`src/rtl/fwrisc_regfile_dbg_if.sv`:
```
// Byte-stream, halt handshake and register-file port bundle for the debug engine.
// The master side belongs to the engine; the slave side to the UART, core and register file.
interface fwrisc_regfile_dbg_if #(
    parameter int NREGS_LOG2 = 6
);
    logic [7:0]            rx_data;
    logic                  rx_valid;
    logic                  rx_ready;
    logic [7:0]            tx_data;
    logic                  tx_valid;
    logic                  tx_ready;
    logic                  halt_req;
    logic                  halted;
    logic [NREGS_LOG2-1:0] rf_raddr;
    logic [31:0]           rf_rdata;
    logic [NREGS_LOG2-1:0] rf_waddr;
    logic [31:0]           rf_wdata;
    logic                  rf_wen;
    logic                  busy;

    modport master (
        input  rx_data, rx_valid, tx_ready, halted, rf_rdata,
        output rx_ready, tx_data, tx_valid, halt_req, rf_raddr, rf_waddr, rf_wdata, rf_wen, busy
    );

    modport slave (
        output rx_data, rx_valid, tx_ready, halted, rf_rdata,
        input  rx_ready, tx_data, tx_valid, halt_req, rf_raddr, rf_waddr, rf_wdata, rf_wen, busy
    );
endinterface

```
`src/rtl/fwrisc_regfile_dbg.sv`:
```
// Debug engine: parses byte-serial read/write commands, halts the core, accesses the
// register file and streams the response bytes back.
module fwrisc_regfile_dbg #(
    parameter int         NREGS_LOG2 = 6,
    parameter logic [7:0] ACK_BYTE   = 8'hA5,
    parameter logic [7:0] ERR_BYTE   = 8'hEE
) (
    input logic clock,
    input logic reset,
    fwrisc_regfile_dbg_if.master dbg
);
    typedef enum logic [2:0] {
        IDLE, DATA, HALT, ACCESS, RDWAIT, SEND, ACK, ERR
    } state_t;

    state_t                state, state_nxt;
    logic [NREGS_LOG2-1:0] addr;
    logic                  is_wr;
    logic [31:0]           wdata;
    logic [31:0]           shift;
    logic [1:0]            cnt;

    always_ff @(posedge clock) begin
        if (!reset) state <= IDLE;
        else        state <= state_nxt;
    end

    always_comb begin
        state_nxt    = state;
        dbg.rx_ready = 1'b0;
        dbg.tx_valid = 1'b0;
        dbg.tx_data  = '0;
        dbg.halt_req = 1'b0;
        dbg.rf_wen   = 1'b0;
        dbg.busy     = (state != IDLE);
        case (state)
            IDLE: begin
                dbg.rx_ready = 1'b1;
                if (dbg.rx_valid) begin
                    if (dbg.rx_data[6])      state_nxt = ERR;
                    else if (dbg.rx_data[7]) state_nxt = DATA;
                    else                     state_nxt = HALT;
                end
            end
            DATA: begin
                dbg.rx_ready = 1'b1;
                if (dbg.rx_valid && cnt == 2'd3) state_nxt = HALT;
            end
            HALT: begin
                dbg.halt_req = 1'b1;
                if (dbg.halted) state_nxt = ACCESS;
            end
            ACCESS: begin
                dbg.halt_req = 1'b1;
                dbg.rf_wen   = is_wr;
                state_nxt    = is_wr ? ACK : RDWAIT;
            end
            RDWAIT: begin
                dbg.halt_req = 1'b1;
                state_nxt    = SEND;
            end
            SEND: begin
                dbg.tx_valid = 1'b1;
                dbg.tx_data  = shift[7:0];
                if (dbg.tx_ready && cnt == 2'd3) state_nxt = IDLE;
            end
            ACK: begin
                dbg.tx_valid = 1'b1;
                dbg.tx_data  = ACK_BYTE;
                if (dbg.tx_ready) state_nxt = IDLE;
            end
            ERR: begin
                dbg.tx_valid = 1'b1;
                dbg.tx_data  = ERR_BYTE;
                if (dbg.tx_ready) state_nxt = IDLE;
            end
            default: state_nxt = IDLE;
        endcase
        // Outputs are held low for the whole reset assertion, not just after the first edge
        if (!reset) begin
            dbg.rx_ready = 1'b0;
            dbg.tx_valid = 1'b0;
            dbg.tx_data  = '0;
            dbg.halt_req = 1'b0;
            dbg.rf_wen   = 1'b0;
            dbg.busy     = 1'b0;
        end
    end

    always_ff @(posedge clock) begin
        if (!reset) begin
            addr  <= '0;
            is_wr <= 1'b0;
            wdata <= '0;
            shift <= '0;
            cnt   <= '0;
        end else begin
            case (state)
                IDLE: if (dbg.rx_valid) begin
                    addr  <= dbg.rx_data[NREGS_LOG2-1:0];
                    is_wr <= dbg.rx_data[7];
                    cnt   <= '0;
                end
                DATA: if (dbg.rx_valid) begin
                    wdata <= {dbg.rx_data, wdata[31:8]};
                    cnt   <= cnt + 2'd1;
                end
                RDWAIT: begin
                    shift <= dbg.rf_rdata;
                    cnt   <= '0;
                end
                SEND: if (dbg.tx_ready) begin
                    shift <= {8'h00, shift[31:8]};
                    cnt   <= cnt + 2'd1;
                end
                default: ;
            endcase
        end
    end

    assign dbg.rf_raddr = reset ? addr  : '0;
    assign dbg.rf_waddr = reset ? addr  : '0;
    assign dbg.rf_wdata = reset ? wdata : '0;
endmodule

```
`src/flat_wrapper.sv`:
```
// flat-port wrapper written by rule: the top's interface ports become plain ports
module fwrisc_regfile_dbg_flat 
#(
    parameter int         NREGS_LOG2 = 6,
    parameter logic [7:0] ACK_BYTE   = 8'hA5,
    parameter logic [7:0] ERR_BYTE   = 8'hEE
)
  (clock, reset, dbg_rx_data, dbg_rx_valid, dbg_tx_ready, dbg_halted, dbg_rf_rdata, dbg_rx_ready, dbg_tx_data, dbg_tx_valid, dbg_halt_req, dbg_rf_raddr, dbg_rf_waddr, dbg_rf_wdata, dbg_rf_wen, dbg_busy);
  fwrisc_regfile_dbg_if #(.NREGS_LOG2(NREGS_LOG2)) dbg_i ();
  input logic clock;
  input logic reset;
  input wire logic [$bits(dbg_i.rx_data)-1:0] dbg_rx_data;
  input wire logic [$bits(dbg_i.rx_valid)-1:0] dbg_rx_valid;
  input wire logic [$bits(dbg_i.tx_ready)-1:0] dbg_tx_ready;
  input wire logic [$bits(dbg_i.halted)-1:0] dbg_halted;
  input wire logic [$bits(dbg_i.rf_rdata)-1:0] dbg_rf_rdata;
  output wire logic [$bits(dbg_i.rx_ready)-1:0] dbg_rx_ready;
  output wire logic [$bits(dbg_i.tx_data)-1:0] dbg_tx_data;
  output wire logic [$bits(dbg_i.tx_valid)-1:0] dbg_tx_valid;
  output wire logic [$bits(dbg_i.halt_req)-1:0] dbg_halt_req;
  output wire logic [$bits(dbg_i.rf_raddr)-1:0] dbg_rf_raddr;
  output wire logic [$bits(dbg_i.rf_waddr)-1:0] dbg_rf_waddr;
  output wire logic [$bits(dbg_i.rf_wdata)-1:0] dbg_rf_wdata;
  output wire logic [$bits(dbg_i.rf_wen)-1:0] dbg_rf_wen;
  output wire logic [$bits(dbg_i.busy)-1:0] dbg_busy;
  assign dbg_i.rx_data = dbg_rx_data;
  assign dbg_i.rx_valid = dbg_rx_valid;
  assign dbg_i.tx_ready = dbg_tx_ready;
  assign dbg_i.halted = dbg_halted;
  assign dbg_i.rf_rdata = dbg_rf_rdata;
  assign dbg_rx_ready = dbg_i.rx_ready;
  assign dbg_tx_data = dbg_i.tx_data;
  assign dbg_tx_valid = dbg_i.tx_valid;
  assign dbg_halt_req = dbg_i.halt_req;
  assign dbg_rf_raddr = dbg_i.rf_raddr;
  assign dbg_rf_waddr = dbg_i.rf_waddr;
  assign dbg_rf_wdata = dbg_i.rf_wdata;
  assign dbg_rf_wen = dbg_i.rf_wen;
  assign dbg_busy = dbg_i.busy;
  fwrisc_regfile_dbg #(.NREGS_LOG2(NREGS_LOG2), .ACK_BYTE(ACK_BYTE), .ERR_BYTE(ERR_BYTE)) u_core (.clock(clock), .reset(reset), .dbg(dbg_i));
endmodule
```
`config.mk`:
```
export PLATFORM = sky130hd
export DESIGN_NAME = fwrisc_regfile_dbg_flat
export DESIGN_NICKNAME = d
export VERILOG_FILES = /design/src/rtl/fwrisc_regfile_dbg_if.sv /design/src/rtl/fwrisc_regfile_dbg.sv /design/src/flat_wrapper.sv
export SDC_FILE = /design/constraint.sdc
export NUM_CORES = 1
export LEC_CHECK = 0
export BUFFER_PORTS_ARGS = -buffer_cell sky130_fd_sc_hd__clkbuf_2
export CAP_MARGIN = 10
export CORE_MARGIN = 2
export CORE_UTILIZATION = 37
export CTS_BUF_LIST = sky130_fd_sc_hd__clkbuf_4
export CTS_CLUSTER_SIZE = 14
export DETAILED_ROUTE_END_ITERATION = 8
export GPL_TIMING_DRIVEN = 0
export PLACE_DENSITY_LB_ADDON = 0.1
export SLEW_MARGIN = 25
export SYNTH_ARGS = -nofsm -noshare
export SYNTH_HDL_FRONTEND = slang
export SYNTH_SLANG_ARGS = --single-unit
```
`constraint.sdc`:
```
create_clock -name clock -period 1.2 [get_ports clock]
set_input_delay 0.3 -clock clock [delete_from_list [all_inputs] [get_ports clock]]
set_output_delay 0.3 -clock clock [all_outputs]
set_load 0.01 [all_outputs]
```
After elaboration in Yosys (flattened, before gate mapping) --
Index checks and enable logic that the tools add are counted.
Cells by class: reduce and logical (&&, ||, !) cells 15, add/subtract/negate cells 1, equality and inequality tests 15, muxes and demuxes 28
Operators by type and width (number):
- 32-bit 2-to-1 mux | 2
- 32-bit case mux with 2 select lines | 1
- 8-bit case mux with 3 select lines | 1
- 3-bit case mux with 7 select lines | 1
- 3-bit 2-to-1 mux | 6
- 3-bit == test (second input constant) | 4
- 2-bit 2-to-1 mux | 5
- 1-bit 2-to-1 mux | 9
- 8-bit 2-to-1 mux | 1
- 2-bit inequality test (second input constant) | 4
- 2-bit case mux with 4 select lines | 1
- 3-bit by 2-bit == test with 1-bit output (second input constant) | 2
- 6-bit 2-to-1 mux | 1
- 2-bit by 1-bit inequality test with 1-bit output (second input constant) | 3
- 2-bit AND reduction | 3
- 3-bit OR reduction | 2
- 5-bit AND reduction | 1
- 4-bit AND reduction | 1
- 4-bit nonzero test | 1
- 2-bit OR reduction | 2
- 3-bit by 1-bit == test with 1-bit output (second input constant) | 1
- 3-bit zero test | 1
- 3-bit nonzero test | 1
- 2-bit by 1-bit adder with 2-bit output (second input constant) | 1
- 3 further kinds | 4
Word-level totals: register bits after elaboration 76, word-level logic and storage cells 65, input bits 45, output and inout bits 57

Longest topological paths before layout --
depth in word-level cells 4, gate-level depth with buffers 7

Worst setup path before layout --
OpenSTA, ideal clock, no wires.
kind register to output, start reg u_core.state[1], end out dbg_tx_data[0], arrival time 1.140 ns, slack -0.240 ns, cell stages (with the launch flop) 6, data required time 0.900 ns, path through dfxtp_1 buf_6 clkbuf_1 nor2b_1 a21oi_1 nor2_1
On the way: longest elaborated chain between the ends 3, elaborated cells between the ends (all ways) 5, classes of those cells 3 x eq/ne; 2 x mux
RTL lines:
- start, declared | line fwrisc_regfile_dbg.sv:16 | state_t state, state_nxt;
- start signal, assigned | line fwrisc_regfile_dbg.sv:25 | else state <= state_nxt;
- 3-bit == test | line fwrisc_regfile_dbg.sv:36 | case (state)
- 8-bit case mux with 3 select lines (*) | line fwrisc_regfile_dbg.sv:36
- 8-bit 2-to-1 mux (*) | line fwrisc_regfile_dbg.sv:80 | if (!reset) begin
- end, declared | line flat_wrapper.sv:18 | output wire logic [$bits(dbg_i.tx_data)-1:0] dbg_tx_data;
Every way passes the cells marked *; elsewhere a longest branch is shown, timed or not.

Worst setup path in the final report --
start reg u_core.state[1], end out dbg_halt_req
On the way: longest elaborated chain between the ends 4, elaborated cells between the ends (all ways) 6, classes of those cells 3 x eq/ne; 2 x mux; 1 x reduce/logical
RTL lines:
- 3-bit by 2-bit == test with 1-bit output or 3-bit == test (tied branches) | line fwrisc_regfile_dbg.sv:36
- 3-bit OR reduction (no line) (*)
- 1-bit 2-to-1 mux (*) | line fwrisc_regfile_dbg.sv:36
- 1-bit 2-to-1 mux (*) | line fwrisc_regfile_dbg.sv:80
- end, declared | line flat_wrapper.sv:20 | output wire logic [$bits(dbg_i.halt_req)-1:0] dbg_halt_req;
Marked as above.

==> impl_metrics.env <==
export IMPL_status="finished with violations"
export IMPL_violations="negative setup slack"
export IMPL_slowest_stage="dfxtp_2"
export IMPL_ys_ff_latch=76
export IMPL_wl_met3_um=463
export IMPL_worst_slew_pin_slew_ns=0.511
export IMPL_dp_hpwl_mm=7.17
export IMPL_drt_initial_drc_count=84
export IMPL_viasPerCell=4.86
export IMPL_finalSetupViolCount=133
export IMPL_htree_levels=3
export IMPL_via_count=3598
export IMPL_start_kind="flop"
export IMPL_max_freq_mhz=573
export IMPL_drv_cap=0
export IMPL_grt_max_degree=13
export IMPL_max_slew_margin_pct=65.9
export IMPL_cpLargestDelayFamily="buffers and inverters"
export IMPL_ys_flop_type="dfxtp_1"
export IMPL_fin_worst_skew_ns=0.0101
export IMPL_topRoutingLayerUsed="met4"
export IMPL_fin_crit_ns=1.75
export IMPL_start_util_pct=38.2
export IMPL_wl_met1_mm=5.06
export IMPL_place_gp_congestion=0.787
export IMPL_nNetsFinal=649
export IMPL_synth_edf_count=0
export IMPL_critical_path_required_ns=0.90
export IMPL_period_share_pct=146
export IMPL_fillCellCount=825
export IMPL_worstSetupPathType="reg2out"
export IMPL_ant_nets=0
export IMPL_grt_pass1_vias=3356
export IMPL_timing_critical_path_to_type="primary output"
export IMPL_ys_warn_count=0
export IMPL_cts_buffer_depth=2
export IMPL_rows=36
export IMPL_portBuffers=101
export IMPL_antenna_found_initial=0
export IMPL_path_clk_slew_ns=0.12
export IMPL_drv_slew=0
export IMPL_critPathMaxStageDelay_ns=0.35
export IMPL_synth_nets=481
export IMPL_preCtsSetupSlack_ns=-0.568
export IMPL_cp_max_fo=6
export IMPL_die_x_um=105
export IMPL_path_cells="buf_8, buf_8, nor2b_4, o21a_1, buf_2"
export IMPL_grtUsageTotal_pct=19.9
export IMPL_synth_top_cell_by_area="dfxtp_1"
export IMPL_synth_most_common_cell="nand2_1"
export IMPL_final_hold_viol_count=0
export IMPL_ios=102
export IMPL_synth_seq_area_share_pct=40.7
export IMPL_wl_met2_mm=6.07
export IMPL_drt_wl_total_mm=11.7
export IMPL_area_growth_pct=66.6
export IMPL_grt_pass1_wl_mm=17.2
export IMPL_cts_tree="yes"
export IMPL_p_leak_nw=3.18
export IMPL_ys_top_cells_by_area="dfxtp_1 41%, nand2_1 11%, mux2i_1 7.5%"
export IMPL_drtPass1Iterations=4
export IMPL_synth_async_reset_ratio_pct=0
export IMPL_die_area_um2=10900
export IMPL_wire_per_inst_um=15.7
export IMPL_timing_setup_tns_ns=-36.60
export IMPL_diodes=0
export IMPL_grt_overflow_total=0
export IMPL_power_density_nw_per_um2=1550
export IMPL_clock_sinks=76
export IMPL_hp_class="in2reg"
export IMPL_syn_instance_count=435
export IMPL_clk_latency_ns=0.41
export IMPL_crit_buf_inv=3
export IMPL_yosys_cell_types_count=33
export IMPL_max_vdd_ir_drop_mv=0.752
export IMPL_cts_hold_buf=0
export IMPL_drc=0
export IMPL_post_route_worst_setup_slack_ns=-0.546
export IMPL_cts_buffers=9
export IMPL_mappedNetlistArea_um2=3740
export IMPL_crit_top_cell="buf_8"
export IMPL_synth_common_cells="113 x nand2_1, 76 x dfxtp_1, 41 x and2_1, 29 x a21boi_0, 28 x mux2i_1"
export IMPL_synth_top_area_share_pct=40.7
export IMPL_place_area_um2=4530
export IMPL_drive_gt1_share_pct=60.0
export IMPL_syn_avg_cell_area_um2=8.59
export IMPL_die_h_um=105
export IMPL_stdcell_count=741
export IMPL_placed_cells=669
export IMPL_root_buffer="clkbuf_4"
export IMPL_worstPathArrival_ns=1.45
export IMPL_coreArea_um2=9770
export IMPL_rsz0062_at_grt="yes"
export IMPL_final_area_um2=6220
## routing by layer
metal | up-vias | track usage (%)
li1 | 1782 | -
met1 | 1731 | 25.1
met2 | 80 | 34.7
met3 | 5 | 4.57
met4 | 0 | 3.96
met5 | - | 0
## cells in the final DEF (no fill, tap or decap), types with 13 or more instances in the layout
cell,synthesis,final
a21boi_1,11,28
and2_4,0,38
buf_4,11,35
buf_6,4,66
buf_8,0,17
clkbuf_2,0,53
dfxtp_1,76,36
dfxtp_2,0,34
mux2i_1,28,27
nand2_1,113,81
nand2_2,0,19
nand2_4,0,13
o211a_1,24,24
## worst paths after layout
check,cells past startpoint,slack (ns),startpoint,end
worst max-delay path,5,-0.55,u_core.state[1]$_SDFFE_PN0P_,dbg_halt_req
worst min-delay path,3,0.11,dbg_rx_data[0],u_core.wdata[24]$_SDFFE_PN0P_
worst max register to register,8,-0.51,u_core.state[1]$_SDFFE_PN0P_,u_core.shift[23]$_SDFFE_PN0P_
worst min register to register,2,0.46,u_core.addr[1]$_SDFFE_PN0P_,u_core.addr[1]$_SDFFE_PN0P_
## per-stage QoR
stage          utilization (%)  total power, mW  hold WS (ns)
2_1_floorplan                -             5.44         0.435
3_3_place_gp              46.4             6.16         0.441
3_5_place_dp              46.4             6.21         0.445
4_1_cts                   54.2             9.00        0.0845
5_1_grt                   63.7             10.2        0.0850
6_report                  63.7             9.68         0.111
## kinds of logic after synthesis
logic type,Yosys count,synth area share (%)
simple gates,203,26.1
compound gates,84,18.0
flops,76,40.7
buf+inv,43,7.33
mux,28,7.50
fa+ha+maj,1,0.335
## worst register-to-register path: stages (launching register included)
cell	delay [ns]
dfxtp_2	0.35
buf_8	0.14
buf_6	0.14
buf_6	0.11
nand3b_4	0.28
buf_12	0.23
mux2i_2	0.18
nand2_1	0.07
o211a_1	0.12
## final cells by class
type / instances / area (um2) / area share, %
Buffer: 38 / 432 / 6.93
Clock buffer: 9 / 67.6 / 1.09
Clock inverter: 7 / 57.6 / 0.925
Multi-Input combinational cell: 316 / 2420 / 38.9
Sequential cell: 76 / 1590 / 25.5
Tap cell: 133 / 166 / 2.67
Timing Repair Buffer: 162 / 1500 / 24.0
## report_power, final
group | leakage [nW] | switching (mW) | internal, mW
clock | 0.0659 | 0.893 | 0.605
combinational | 2.48 | 2.21 | 2.65
sequential | 0.638 | 0.321 | 3.00
## what timing repair did
action                                  4_1_cts  5_1_grt
endpoints found under the setup margin      132      133
gates cloned                                  6        6
pin swaps                                    28       70
buffers inserted                             24       32
resized for setup                           138      236
## state kept, by name, indices dropped and copies added (netlist names)
register / cells
u_core.addr: 6
u_core.cnt: 2
u_core.is_wr: 1
u_core.shift: 32
u_core.state: 3
u_core.wdata: 32
(Power assumes the default switching activity.)
